## config.mk

```make
export PLATFORM = sky130hd
export DESIGN_NAME = div_wb_stage
export DESIGN_NICKNAME = d
export VERILOG_FILES = /design/src/rtl/div_pkg.sv /design/src/rtl/div_wb_stage_fifo.sv /design/src/rtl/div_wb_stage.sv
export SDC_FILE = /design/constraint.sdc
export NUM_CORES = 1
export LEC_CHECK = 0
export ABC_AREA = 1
export ABC_CLOCK_PERIOD_IN_PS = 11300
export BUFFER_PORTS_ARGS = -buffer_cell sky130_fd_sc_hd__buf_2
export CAP_MARGIN = 0
export CORE_MARGIN = 2
export CORE_UTILIZATION = 40
export DETAILED_ROUTE_END_ITERATION = 6
export HOLD_SLACK_MARGIN = 0.08
export PLACE_DENSITY = 0.61
export SLEW_MARGIN = 5
export SYNTH_ARGS = -nofsm -noshare
export SYNTH_HDL_FRONTEND = slang
export SYNTH_SLANG_ARGS = --single-unit
```

## constraint.sdc

```tcl
create_clock -name clk -period 11.3 [get_ports clk]
set_input_delay 1.695 -clock clk [delete_from_list [all_inputs] [get_ports clk]]
set_output_delay 1.695 -clock clk [all_outputs]
set_load 0.1 [all_outputs]
```

## src/rtl/div_pkg.sv

```systemverilog
// Shared opcodes and constants for the divider writeback stage.
package div_pkg;

    localparam int XLEN_DEFAULT = 64;

    localparam logic [4:0] OP_DIV   = 5'd12;
    localparam logic [4:0] OP_DIVU  = 5'd13;
    localparam logic [4:0] OP_REM   = 5'd14;
    localparam logic [4:0] OP_REMU  = 5'd15;
    localparam logic [4:0] OP_DIVW  = 5'd16;
    localparam logic [4:0] OP_DIVUW = 5'd17;
    localparam logic [4:0] OP_REMW  = 5'd18;
    localparam logic [4:0] OP_REMUW = 5'd19;

    localparam logic [63:0] MIN_S64 = 64'h8000_0000_0000_0000;
    localparam logic [31:0] MIN_S32 = 32'h8000_0000;

endpackage

```

## src/rtl/div_wb_stage_fifo.sv

```systemverilog
// Small synchronous FIFO with occupancy count; head is visible combinationally.
module sync_fifo #(
    parameter int WIDTH = 8,
    parameter int DEPTH = 2
) (
    input  logic                           clk,
    input  logic                           rst_n,
    input  logic                           push,
    input  logic [WIDTH-1:0]               push_data,
    input  logic                           pop,
    output logic [WIDTH-1:0]               pop_data,
    output logic [$clog2(DEPTH+1)-1:0]     count
);

    localparam int AW = (DEPTH > 1) ? $clog2(DEPTH) : 1;
    localparam int CW = $clog2(DEPTH + 1);
    localparam logic [AW-1:0] LAST = AW'(DEPTH - 1);
    localparam logic [CW-1:0] FULL = CW'(DEPTH);

    logic [WIDTH-1:0] mem [DEPTH];
    logic [AW-1:0]    wr_ptr;
    logic [AW-1:0]    rd_ptr;
    logic             do_push;
    logic             do_pop;

    assign do_pop   = pop && (count != '0);
    assign do_push  = push && ((count != FULL) || do_pop);
    assign pop_data = mem[rd_ptr];

    always_ff @(posedge clk or negedge rst_n) begin
        if (!rst_n) begin
            wr_ptr <= '0;
            rd_ptr <= '0;
            count  <= '0;
        end else begin
            if (do_push) wr_ptr <= (wr_ptr == LAST) ? '0 : wr_ptr + 1'b1;
            if (do_pop)  rd_ptr <= (rd_ptr == LAST) ? '0 : rd_ptr + 1'b1;
            if (do_push && !do_pop)      count <= count + 1'b1;
            else if (do_pop && !do_push) count <= count - 1'b1;
        end
    end

    always_ff @(posedge clk) begin
        if (do_push) mem[wr_ptr] <= push_data;
    end

endmodule

```

## src/rtl/div_wb_stage.sv

```systemverilog
// Divider writeback: operand capture, RV64M fix-ups, result buffering,
// register-file port merge behind the main pipeline, and busy scoreboard.
module div_wb_stage
    import div_pkg::*;
#(
    parameter int DEPTH = 2,
    parameter int XLEN  = XLEN_DEFAULT
) (
    input  logic            clk,
    input  logic            rst_n,
    input  logic            issue_valid,
    output logic            issue_ready,
    input  logic [XLEN-1:0] issue_a,
    input  logic [XLEN-1:0] issue_b,
    input  logic [4:0]      issue_rd,
    input  logic [4:0]      issue_alu_control,
    input  logic            div_out_valid,
    input  logic [XLEN-1:0] div_q,
    input  logic [XLEN-1:0] div_r,
    input  logic [4:0]      div_rd,
    input  logic [4:0]      div_alu_control,
    input  logic            pipe_wb_en,
    input  logic [4:0]      pipe_wb_rd,
    input  logic [XLEN-1:0] pipe_wb_data,
    output logic            rf_we,
    output logic [4:0]      rf_waddr,
    output logic [XLEN-1:0] rf_wdata,
    output logic [31:0]     div_busy,
    output logic            seq_err
);

    localparam int OW = 2 * XLEN + 10;
    localparam int RW = XLEN + 5;
    localparam int CW = $clog2(DEPTH + 1);
    localparam logic [CW:0] DEPTH_C = (CW + 1)'(DEPTH);

    logic [CW-1:0]   opq_count;
    logic [CW-1:0]   resq_count;
    logic [OW-1:0]   opq_head;
    logic [RW-1:0]   resq_head;
    logic            accept;
    logic            opq_nonempty;
    logic            strobe_take;
    logic            wb_pop;
    logic [XLEN-1:0] head_a;
    logic [XLEN-1:0] head_b;
    logic [4:0]      head_rd;
    logic [4:0]      head_op;
    logic [4:0]      res_rd;
    logic [XLEN-1:0] res_data;
    logic [XLEN-1:0] result;
    logic [31:0]     busy_next;

    // Counting in-flight operands plus buffered results guarantees room for every strobe.
    assign issue_ready  = ({1'b0, opq_count} + {1'b0, resq_count}) < DEPTH_C;
    assign accept       = issue_valid && issue_ready;
    assign opq_nonempty = (opq_count != '0);
    assign strobe_take  = div_out_valid && opq_nonempty;
    assign wb_pop       = !pipe_wb_en && (resq_count != '0);

    assign head_a   = opq_head[OW-1 -: XLEN];
    assign head_b   = opq_head[XLEN+9 -: XLEN];
    assign head_rd  = opq_head[9:5];
    assign head_op  = opq_head[4:0];
    assign res_rd   = resq_head[RW-1 -: 5];
    assign res_data = resq_head[XLEN-1:0];

    sync_fifo #(.WIDTH(OW), .DEPTH(DEPTH)) u_opq (
        .clk       (clk),
        .rst_n     (rst_n),
        .push      (accept),
        .push_data ({issue_a, issue_b, issue_rd, issue_alu_control}),
        .pop       (strobe_take),
        .pop_data  (opq_head),
        .count     (opq_count)
    );

    always_comb begin
        logic            is_w;
        logic            is_rem;
        logic            is_signed;
        logic            known;
        logic            b_zero;
        logic            ovf;
        logic [XLEN-1:0] quot;
        logic [XLEN-1:0] rem;
        logic [XLEN-1:0] sel;
        is_w      = div_alu_control inside {OP_DIVW, OP_DIVUW, OP_REMW, OP_REMUW};
        is_rem    = div_alu_control inside {OP_REM, OP_REMU, OP_REMW, OP_REMUW};
        is_signed = div_alu_control inside {OP_DIV, OP_REM, OP_DIVW, OP_REMW};
        known     = div_alu_control inside {[OP_DIV:OP_REMUW]};
        b_zero    = is_w ? (head_b[31:0] == '0) : (head_b == '0);
        ovf       = is_signed && (is_w ? ((head_a[31:0] == MIN_S32) && (head_b[31:0] == '1))
                                       : ((head_a == MIN_S64) && (head_b == '1)));
        quot      = b_zero ? '1 : (ovf ? head_a : div_q);
        rem       = b_zero ? head_a : (ovf ? '0 : div_r);
        sel       = is_rem ? rem : quot;
        if (!known)    result = div_q;
        else if (is_w) result = {{(XLEN-32){sel[31]}}, sel[31:0]};
        else           result = sel;
    end

    sync_fifo #(.WIDTH(RW), .DEPTH(DEPTH)) u_resq (
        .clk       (clk),
        .rst_n     (rst_n),
        .push      (strobe_take),
        .push_data ({div_rd, result}),
        .pop       (wb_pop),
        .pop_data  (resq_head),
        .count     (resq_count)
    );

    always_comb begin
        rf_we    = 1'b0;
        rf_waddr = '0;
        rf_wdata = '0;
        if (pipe_wb_en) begin
            rf_we    = 1'b1;
            rf_waddr = pipe_wb_rd;
            rf_wdata = pipe_wb_data;
        end else if ((resq_count != '0) && (res_rd != '0)) begin
            rf_we    = 1'b1;
            rf_waddr = res_rd;
            rf_wdata = res_data;
        end
    end

    // Clear before set so an accept to the same rd in the popping cycle wins.
    always_comb begin
        busy_next = div_busy;
        if (wb_pop) busy_next[res_rd] = 1'b0;
        if (accept && (issue_rd != '0)) busy_next[issue_rd] = 1'b1;
    end

    always_ff @(posedge clk or negedge rst_n) begin
        if (!rst_n) begin
            div_busy <= '0;
            seq_err  <= 1'b0;
        end else begin
            div_busy <= busy_next;
            if (div_out_valid && (!opq_nonempty || (head_rd != div_rd) || (head_op != div_alu_control)))
                seq_err <= 1'b1;
        end
    end

endmodule

```

==> run metrics <==
Gates resized, CTS repair=0; initial antenna violation count=41; net count after synthesis=2722; status=complete, no violations; Die Ht=237.2 um; # IOs=454; CTS buffer count=50; Reg2Reg Depth=16; Psw=3.198 mW; largest net degree at the start of global routing=84; Die Area=0.05624 sq mm; final worst-path cycle share=0.5310; combinational share of power=0.400; global-route usage over all layers=0.2560; DRC Markers=0; WS Path Type=reg -> out; row count=85; most common cell after layout, fill and taps aside=nand2_1; dpl hpwl=53.61 mm; Hold WS=479.4 ps; Hold Startpoint=seq_err; mux contribution to synthesized area=0.002762; Final nets=3120; Clock Skew=23.72 ps; Synth Instances=2369; H-tree levels=2; critical path capture point type=output pin; vias in the first global route=17080; hold crit path type=reg -> reg; CTS Sinks=455; post-synthesis sequential area ratio=0.6189; layout cells sized above 1=0.2104; post-synthesis compound-gate area fraction=0.09718; Worst-Margin Slew=1274 ps; Vias/cell=5.138; DR WL/cell=20.76 um; First DRT Iteration DRCs=1504; power share of the sequential group=0.351; critical path arrival=4310 ps; Internal Power=4.001 mW; worst path required time=9610 ps; Reg clk slew, reported paths=60 ps; r2r startpoint=u_opq.rd_ptr; final period demand of the worst path=6000 ps; CP max FO=70; setup TNS=0 ps; first-pass GRT wire length=107.7 mm; synthesis-stage register bit count=455; Finished Cell Area=0.02639 sq mm; switching fraction of total power=0.4442; syn avg cell area=9.179 sq um; routed vias=18110; cell count of the worst hold path=1; Setup violations, final=0; antenna-violating nets left=0; CP startpoint kind=register; Area after DPL=0.02454 sq mm; Setup Fix Bufs, Post-CTS=0; Cell Area, Synth=0.02175 sq mm; most frequent cells in the layout=nand2_1 (873), buf_2 (453), edfxtp_1 (414); Initial DRT Pass Iterations=5; Area Overhead vs Synth=21.35%; worst skew pair latency=610 ps; clock root cell=clkbuf_16; CTS tree=built; Post-Synth Adder-Cell Area=0.002071; Max Cap Viol=0; Clk network pwr share=0.248; PortBufs=453; total grt overflow=0; Worst IR Drop VDD=0.2712 mV; total core area=0.05381 sq mm; die extent in x=237.2 um; RePlAce Congestion=0.9699; Initial Util=0.4041; Final Hold Viols=0; Peak Freq=166.7 MHz; Clock Tree Buf Depth=3; Slew headroom=0.1488; leakage=11.65 nW; Final Max Tran Viols=0; main combinational cell family by area after synthesis=simple AND/OR/NAND/NOR gates; Post-CTS Hold Buffers=0; simple-gate area share of the yosys netlist=0.2180; Critical path origin=u_resq.rd_ptr; synth unique cells=33; pwr dens=272.8 mW/mm^2; synth warn=0; RSZ-0062 raised after global routing=no; Detailed Route WL=73.17 mm; XOR/XNOR share of the synthesized area=0.004430
[critical path: stages, from the launching register on]
cell     delay [ps]
dfrtp_2         410
buf_4           350
o21ai_0         770
inv_1           230
nor2_1          280
nand3_1         280
o21ai_4         120
buf_4           560
o31ai_1         240
buf_2           350
[routing by layer]
| layer | global-route usage | wire, um | share of wire | vias up |
|---|---|---|---|---|
| li1 | - | - | - | 8714 |
| met1 | 0.3626 | 32080 | 0.44 | 8499 |
| met2 | 0.3873 | 32190 | 0.44 | 711 |
| met3 | 0.06004 | 6203 | 0.085 | 155 |
| met4 | 0.08881 | 2468 | 0.034 | 34 |
| met5 | 0 | 220 | 0.0030 | - |
[path summary, 6_finish.rpt]
kind	end	slack, ps
worst max register to register	u_resq.mem[0][43]	5450
min in group asynchronous	seq_err	1250
worst min register to register	seq_err	480
worst min-delay path	seq_err	480
max in group asynchronous	u_opq.rd_ptr	9300
worst max-delay path	rf_wdata[35]	5300
[power groups by stage]
stage / Combinational [mW] / Clock (mW) / Sequential (mW)
4_1_cts: 2.90 / 1.82 / 2.53
5_1_grt: 3.11 / 1.89 / 2.57
3_3_place_gp: 2.87 / 0 / 2.55
3_5_place_dp: 2.89 / 0 / 2.56
6_report: 2.88 / 1.79 / 2.53
2_1_floorplan: 1.82 / 0 / 2.94
[stage by stage]
stage	util	instances	power, mW	worst slack, ps
3_3_place_gp	0.4560	3411	5.420	5156
3_5_place_dp	0.4560	3411	5.452	5061
4_1_cts	0.4894	3505	7.248	5311
6_report	0.4904	3525	7.199	5300
2_1_floorplan	-	2369	4.764	2821
5_1_grt	0.4900	3517	7.566	4826
[registers in the layout, summed over array words and instances (netlist names)]
signal	cells
u_opq.mem	276
u_opq.rd_ptr	1
u_resq.wr_ptr	1
div_busy	32
seq_err	1
u_resq.rd_ptr	1
u_opq.wr_ptr	1
u_opq.count	2
u_resq.mem	138
u_resq.count	2
[layout make-up]
cell class	instances	area, sq um
Clock inverter	34	490.5
Tap cell	696	870.8
Sequential cell	455	13460
Inverter	178	670.6
Timing Repair Buffer	474	2425
Antenna cell	20	50.05
Fill cell	5120	27430
Clock buffer	60	1310
Multi-Input combinational cell	1608	7109
[cells in the mapped netlist]
cell / number / area share
ha_1: 2 / 0.0012
a21oi_1: 60 / 0.014
mux2i_1: 6 / 0.0028
nor2_2: 1 / 0.00029
nor4_1: 1 / 0.00029
inv_1: 174 / 0.030
and2_1: 2 / 0.00058
buf_2: 46 / 0.011
buf_1: 5 / 0.00086
nor3_1: 2 / 0.00046
fa_1: 1 / 0.00092
nand4_1: 16 / 0.0046
buf_4: 7 / 0.0024
nand2_1: 874 / 0.15
or2_2: 22 / 0.0063
edfxtp_1: 414 / 0.57
nor3b_1: 1 / 0.00035
clkinv_1: 1 / 0.00017
o211ai_1: 15 / 0.0052
nand3_1: 75 / 0.017
o31ai_1: 66 / 0.023
clkbuf_1: 70 / 0.012
nor2b_1: 1 / 0.00029
xnor2_1: 5 / 0.0020
o21bai_1: 1 / 0.00035
inv_2: 3 / 0.00052
dfrtp_1: 41 / 0.047
nor2_1: 211 / 0.036
o21ai_0: 202 / 0.046
xor2_1: 6 / 0.0024
o21ai_1: 36 / 0.0083
nand2_2: 1 / 0.00029
a31oi_1: 1 / 0.00029
[cell families after synthesis]
logic type	Yosys count
buffers and inverters	306
AND/OR/NAND/NOR	1207
AO/OA/AOI/OAI	381
adder cells (fa/ha/maj)	3
multiplexers	6
XOR/XNOR	11
flip-flops	455
Note: power is estimated with default switching activity, not from simulation.
